[src/rtl/mag_ctrl_pkg.sv]
// Shared state encoding and sizing for the magnetron power controller.
// Pure declarations: no latency, no flow control.
package mag_ctrl_pkg;

    typedef enum logic [1:0] {
        ST_IDLE  = 2'd0,
        ST_COOK  = 2'd1,
        ST_PAUSE = 2'd2,
        ST_DONE  = 2'd3
    } state_e;

    localparam int PWM_PERIOD_DEF = 10;

    // power_level must be able to express the full period itself
    function automatic int level_w(input int period);
        return $clog2(period + 1);
    endfunction

endpackage

[src/rtl/mag_pwm_gen.sv]
// Time-proportioned gate: window counter, saturated level latch, duty compare.
// pwm_out is registered-state compare (0 cycles after counter); no backpressure.
module mag_pwm_gen
    import mag_ctrl_pkg::*;
#(
    parameter int  PWM_PERIOD = PWM_PERIOD_DEF,
    localparam int LEVEL_W    = level_w(PWM_PERIOD)
) (
    input  logic               clk,
    input  logic               reset,
    input  logic               run,
    input  logic               restart,
    input  logic [LEVEL_W-1:0] power_level,
    output logic               pwm_out
);

    localparam logic [LEVEL_W-1:0] PERIOD_L = LEVEL_W'(PWM_PERIOD);
    localparam logic [LEVEL_W-1:0] CNT_LAST = LEVEL_W'(PWM_PERIOD - 1);

    logic [LEVEL_W-1:0] cnt_q, cnt_d;
    logic [LEVEL_W-1:0] lvl_q, lvl_d;
    logic [LEVEL_W-1:0] level_sat;
    logic               wrap;

    always_comb begin
        level_sat = (power_level > PERIOD_L) ? PERIOD_L : power_level;
        wrap      = run && (cnt_q == CNT_LAST);
        cnt_d     = '0;
        lvl_d     = lvl_q;
        if (restart) begin
            lvl_d = level_sat;
        end else if (run) begin
            cnt_d = wrap ? '0 : cnt_q + 1'b1;
            // new level only at a window boundary, so a window is never split
            if (wrap) begin
                lvl_d = level_sat;
            end
        end
    end

    always_ff @(posedge clk) begin
        if (reset) begin
            cnt_q <= '0;
            lvl_q <= '0;
        end else begin
            cnt_q <= cnt_d;
            lvl_q <= lvl_d;
        end
    end

    assign pwm_out = (cnt_q < lvl_q);

endmodule

[src/rtl/magnetron_power_control.sv]
// Cook/pause/done controller with PWM power levels and door interlock on mag_on.
// Start press at edge N -> cooking/mag_on in cycle N+1; door open drops mag_on same cycle; no backpressure.
module magnetron_power_control
    import mag_ctrl_pkg::*;
#(
    parameter int  PWM_PERIOD = PWM_PERIOD_DEF,
    localparam int LEVEL_W    = level_w(PWM_PERIOD)
) (
    input  logic               clk,
    input  logic               reset,
    input  logic               Nstart,
    input  logic               Nstop,
    input  logic               Nclear,
    input  logic               door_clo,
    input  logic               time_over,
    input  logic [LEVEL_W-1:0] power_level,
    output logic               mag_on,
    output logic               cooking,
    output logic               paused,
    output logic               done
);

    state_e state_q, state_d;
    logic   nstart_q, nstop_q, nclear_q;
    logic   armed_q;
    logic   start_ev, stop_ev, clear_ev;
    logic   start_ok;
    logic   pwm_run, pwm_restart, pwm_out;

    // A key already held when reset releases is stale, not a new press
    always_ff @(posedge clk) begin
        if (reset) begin
            nstart_q <= 1'b1;
            nstop_q  <= 1'b1;
            nclear_q <= 1'b1;
            armed_q  <= 1'b0;
            state_q  <= ST_IDLE;
        end else begin
            nstart_q <= Nstart;
            nstop_q  <= Nstop;
            nclear_q <= Nclear;
            armed_q  <= 1'b1;
            state_q  <= state_d;
        end
    end

    assign start_ev = armed_q && nstart_q && !Nstart;
    assign stop_ev  = armed_q && nstop_q  && !Nstop;
    assign clear_ev = armed_q && nclear_q && !Nclear;
    assign start_ok = start_ev && door_clo && !time_over;

    always_comb begin
        state_d = state_q;
        unique case (state_q)
            ST_IDLE: begin
                if (start_ok) state_d = ST_COOK;
            end
            ST_COOK: begin
                if (time_over)              state_d = ST_DONE;
                else if (!door_clo || stop_ev) state_d = ST_PAUSE;
            end
            ST_PAUSE: begin
                if (stop_ev || clear_ev) state_d = ST_IDLE;
                else if (start_ok)       state_d = ST_COOK;
            end
            ST_DONE: begin
                if (stop_ev || clear_ev || !door_clo) state_d = ST_IDLE;
            end
            default: state_d = ST_IDLE;
        endcase
    end

    // Counter only advances across edges that stay in COOK, so it reads 0 elsewhere
    assign pwm_restart = (state_d == ST_COOK) && (state_q != ST_COOK);
    assign pwm_run     = (state_d == ST_COOK) && (state_q == ST_COOK);

    mag_pwm_gen #(
        .PWM_PERIOD (PWM_PERIOD)
    ) u_pwm (
        .clk         (clk),
        .reset       (reset),
        .run         (pwm_run),
        .restart     (pwm_restart),
        .power_level (power_level),
        .pwm_out     (pwm_out)
    );

    assign cooking = !reset && (state_q == ST_COOK);
    assign paused  = !reset && (state_q == ST_PAUSE);
    assign done    = !reset && (state_q == ST_DONE);
    assign mag_on  = cooking && pwm_out && door_clo;

endmodule

[config.mk]
export PLATFORM = sky130hd
export DESIGN_NAME = magnetron_power_control
export DESIGN_NICKNAME = d
export VERILOG_FILES = /design/src/rtl/mag_ctrl_pkg.sv /design/src/rtl/mag_pwm_gen.sv /design/src/rtl/magnetron_power_control.sv
export SDC_FILE = /design/constraint.sdc
export NUM_CORES = 1
export LEC_CHECK = 0
export ABC_AREA = 1
export BUFFER_PORTS_ARGS = -buffer_cell sky130_fd_sc_hd__buf_2
export CAP_MARGIN = 20
export CORE_MARGIN = 5
export CORE_UTILIZATION = 34
export CTS_CLUSTER_DIAMETER = 150
export DETAILED_ROUTE_END_ITERATION = 8
export PLACE_DENSITY_LB_ADDON = 0.25
export SYNTH_ARGS = -nofsm -noshare
export SYNTH_HDL_FRONTEND = slang
export SYNTH_SLANG_ARGS = --single-unit
export TNS_END_PERCENT = 20
[constraint.sdc]
create_clock -name clk -period 1.25 [get_ports clk]
set_input_delay 0.1875 -clock clk [delete_from_list [all_inputs] [get_ports clk]]
set_output_delay 0.1875 -clock clk [all_outputs]
set_load 0.03 [all_outputs]
======== After elaboration in Yosys (flattened, before gate mapping) ========
Index checks and enable logic that the tools add are counted.
W data, S select, Z words.
word-level totals
  output and inout bits ................... 4
  flip-flop bits (word level) ............. 14
cells by class
  bitwise logic cells ..................... 1
  order comparisons ....................... 2
  add/sub/neg operators ................... 1
  reduce and logical (&&, ||, !) cells .... 30
  equality and inequality tests ........... 6
  muxes and demuxes ....................... 11
operators by type and width
  kind                   count
  $logic_and A1 B1 Y1    16
  $mux W4                4
  $mux W2                5
  $pmux W2 S4            1
  $logic_not A1 Y1       6
  $add A4 B1 Y4 const B  1
  $eq A2 B1 Y1 const B   2
  $eq A2 B2 Y1 const B   2
  $eq A4 B4 Y1 const B   1
  $gt A4 B4 Y1 const B   1
  $lt A4 B4 Y1           1
  $reduce_bool A2 Y1     2
  $reduce_or A4 Y1       1
  $logic_or A1 B1 Y1     3
  $logic_not A2 Y1       1
  $ne A2 B1 Y1 const B   1
  $reduce_and A2 Y1      1
  $mux W1                1
  $not A1 Y1             1

======== Depth between registers and ports, before layout ========
  depth after elaboration ................. 13
  gate-level depth with buffers ........... 11
  depth with buffers taken out ............ 11

======== Cells and area by module ========
A second synthesis with hierarchy kept.
unflattened totals
  cells, all modules ...................... 113
  area, all modules ....................... 765.7 um^2
modules (own cells, without submodules)
  module                   times used  cells an instance  area an instance (um^2)  sequential area each (um^2)
  mag_pwm_gen              1           55                 430.4                    160.2
  magnetron_power_control  1           58                 335.3                    120.1

======== Worst setup path before layout ========
Ideal clock, no wire load.
  path kind ............................... reg2out
  start ................................... reg state_q[0]
  end ..................................... out mag_on
  required time ........................... 1.062 ns
  arrival ................................. 1.565 ns
  cell stages (with the launch flop) ...... 7
  buffers on the path ..................... 0
  setup slack ............................. -0.503 ns
  cells stage by stage .................... dfxtp_1 inv_1 nor2_1 inv_1 nor2_1 nand3_1 nor2_1
on the way
  cells in the longest elaborated chain, start to end .. 4
ends and longest elaborated chain
  what                               RTL line                       RTL
  from (decl)                        magnetron_power_control.sv:23  state_e state_q, state_d;
  from (signal assigned)             magnetron_power_control.sv:43  state_q <= state_d;
  $eq A2 B1 Y1                       magnetron_power_control.sv:88  assign cooking = !reset && (state_q == ST_COOK);
  $logic_and A1 B1 Y1                magnetron_power_control.sv:88
  net cooking                        magnetron_power_control.sv:18  output logic cooking,
  $logic_and A1 B1 Y1 (2 in series)  magnetron_power_control.sv:91  assign mag_on = cooking && pwm_out && door_clo;
  to (decl)                          magnetron_power_control.sv:17  output logic mag_on,
The timed path passes the listed nets, and every way through them passes these cells.

======== Worst setup path after layout ========
  start ................................... reg u_pwm.lvl_q[1]
  end ..................................... out mag_on
on the way
  cells in the longest elaborated chain, start to end .. 3
ends and longest elaborated chain
  what                               RTL line                       RTL
  from (decl)                        mag_pwm_gen.sv:21              logic [LEVEL_W-1:0] lvl_q, lvl_d;
  from (signal assigned)             mag_pwm_gen.sv:47              lvl_q <= lvl_d;
  $lt A4 B4 Y1                       mag_pwm_gen.sv:51              assign pwm_out = (cnt_q < lvl_q);
  $logic_and A1 B1 Y1 (2 in series)  magnetron_power_control.sv:91
No other way between the ends.

==> run metrics <==
status finished with violations; failing checks negative setup slack; commonest non-fill, non-tap cell in the layout buf_4; CP required 1060 ps; WS Path Type flop to output pin; Avg Inst Size Synth between 7 and 8 um^2; Area Overhead vs Synth 55.1%; CTS Buf Count 3; RSZ-0062 raised after global routing yes; setup ws final -466 ps; die height 57.1 um; die area 3270 um^2; fin crit share 137%; reg-to-reg endpoint u_pwm.lvl_q[1]$_SDFFE_PP0P_; Clk Latency, worst-skew pair 280 ps; Routed Antenna Nets 0; worst setup path start u_pwm.lvl_q[1]$_SDFFE_PP0P_; Iteration-0 DRC Markers 8; hold slack roughly 97 ps; Tightest Hold Check Type input port to flop; clk sink count 14; clk_skew about 4.4 ps; CP endpoint kind output pin; worst slew pin tran 197 ps; vias in the first global route 740; Cell variety after synth 20; CP max-delay cell dfxtp_2; # rows 17; GRT overflow 0; Final Hold Fails 0; arrival time at the worst endpoint 1530 ps; Pre-antenna DRT Iters 2; gr usage total a little under an eighth; area of the mapped netlist approximately 760 um^2; CTS tree done; first-pass GRT wire length between 2000 and 3000 um; initial antenna violation count 0; most frequent cells in the layout buf_4 (18), nand2_1 (17), nor2_1 (14), inv_1 (13), buf_2 (10); Hold Crit Start Nstart; Max-Cap Viols 0; Yosys reg bits 14; reg2reg start u_pwm.cnt_q[1]$_SDFF_PP0_; Rel. slew slack 86.8%; Die Wd 57.1 um; Clock transition at path regs around 80 ps; Clock Tree Buf Depth 2; Final setup viols 10; Mapped Nets 123; hpwl dp 1290 um; Slew Limit Fails 0; Vias about 760; DRC 0; CP startpoint kind flop; worst stage delay on the critical path about 320 ps; CTS root buf clkbuf_4; WL per Instance 10.5 um; WHS Path Cells 3; largest net degree at the start of global routing 9; Routed WL 1800 um; Cells after DPL 163; number of fillers in the final layout 218; PortBufs 14; share of layout cells above drive strength 1 45.8%; CP Cell Sequence inv_2 -> ha_4 -> o21a_1 -> o211ai_1 -> nand3_1 -> nor2_4 -> buf_6; R2R Setup Slk -70 ps; Initial Util 34.8%; PD cells 973 nW/um^2; H-tree depth 1; IO Count 15; Fin Setup TNS -912 ps; fin nets 161; Worst VDD drop roughly 0.00054 V; Cells after Synth 107; Worst Reg2Reg Path Length in Cells 10; Crit Path Max Fanout 2; core area 2170 um^2; Tmin final ~1700 ps; Leakage 0.539 nW; final core occ 54.0%; Antenna Cells 0; placer's final routability congestion estimate slightly above 0.7; vias per std cell 4.44; endpoint of the worst hold path nstart_q$_SDFF_PP1_; Seq/Total Area, Yosys a little under two fifths; Yosys warning total 0; Post-Layout Cell Count between 150 and 200; Max Freq just under 600 MHz
==> synth_stat cells <==
library cell	n	share of area, %
nand3_1	6	4.0
o21a_1	1	0.99
nand4_1	3	2.5
nor2b_1	1	0.83
xnor2_1	2	2.3
nor2_2	1	0.83
inv_1	16	7.9
nor2_1	18	8.9
ha_1	5	8.3
nor2_4	1	1.5
dfxtp_1	14	37
nand2_2	2	1.7
or2_2	1	0.83
nand3_2	1	1.3
nand2_1	21	10
buf_4	1	0.99
nand3b_1	2	2.0
a21oi_1	6	4.0
o21ai_0	4	2.6
o211ai_1	1	0.99
==> cell type report <==
type                       instances  area [um^2]  area share [%]
clock buffer                       4         36.3            3.09
multi-input combinational         76          495            42.3
tap                               28         35.0            2.99
sequential                        14          290            24.8
timing repair buffer              34          253            21.6
inverter                          16         62.6            5.34
==> kinds of logic after synthesis <==
family          after synthesis  share of synthesized area, %
simple gates                 57                          34.8
buf+inv                      17                          8.94
flops                        14                          37.1
compound gates               12                          8.61
fa+ha+maj                     5                          8.28
xor+xnor                      2                          2.32
==> metrics by stage <==
stage	setup WS (ps)	power [mW]	area, um^2
after floorplan	-99.7	0.652	771
after global placement	-215	0.744	981
after detailed placement	-223	0.747	981
after CTS	-467	1.10	1110
after global routing	-572	1.21	1170
final	-466	1.14	1170
==> flip-flops by register name (all words and copies together), names as in the netlist <==
register	cells
armed_q	1
nclear_q	1
state_q	2
nstart_q	1
u_pwm.lvl_q	4
u_pwm.cnt_q	4
nstop_q	1
==> critical path, delay by kind of cell, from the launching register on <==
| kind | cells | cell delay (ps) |
|---|---|---|
| and+or+nand+nor | 2 | 260 |
| AOI/OAI and AO/OA | 2 | 300 |
| DFF | 1 | 320 |
| buffers and inverters | 2 | 190 |
| adders and majority gates | 1 | 190 |
==> how the worst max path moves through the flow <==
stage / endpoint / slack (ps) / depth (start not counted)
finish: mag_on / -470 / 7
floorplan: mag_on / -100 / 6
detailed placement: mag_on / -220 / 7
CTS: mag_on / -470 / 7
global route: mag_on / -570 / 7
global placement: mag_on / -210 / 7
==> routing by layer <==
metal	vias to the layer above	global-route usage, %	routed length, um
li1	416	-	-
met2	15	18.4	808
met3	5	2.49	92
met1	328	14.0	854
met5	-	0	0
met4	0	6.95	42
==> power breakdown <==
part | switching (mW) | internal [mW]
registers | 0.0162 | 0.476
logic | 0.167 | 0.161
clock network | 0.144 | 0.177
==> timing repair <==
| item | CTS | global route |
|---|---|---|
| setup buffers | 3 | 3 |
| hold buffers | 0 | 0 |
| gates resized for setup | 23 | 17 |
| setup endpoints to repair | 12 | 13 |
| pin swaps | 6 | 15 |
No activity file was read; power rests on OpenSTA's default activity.
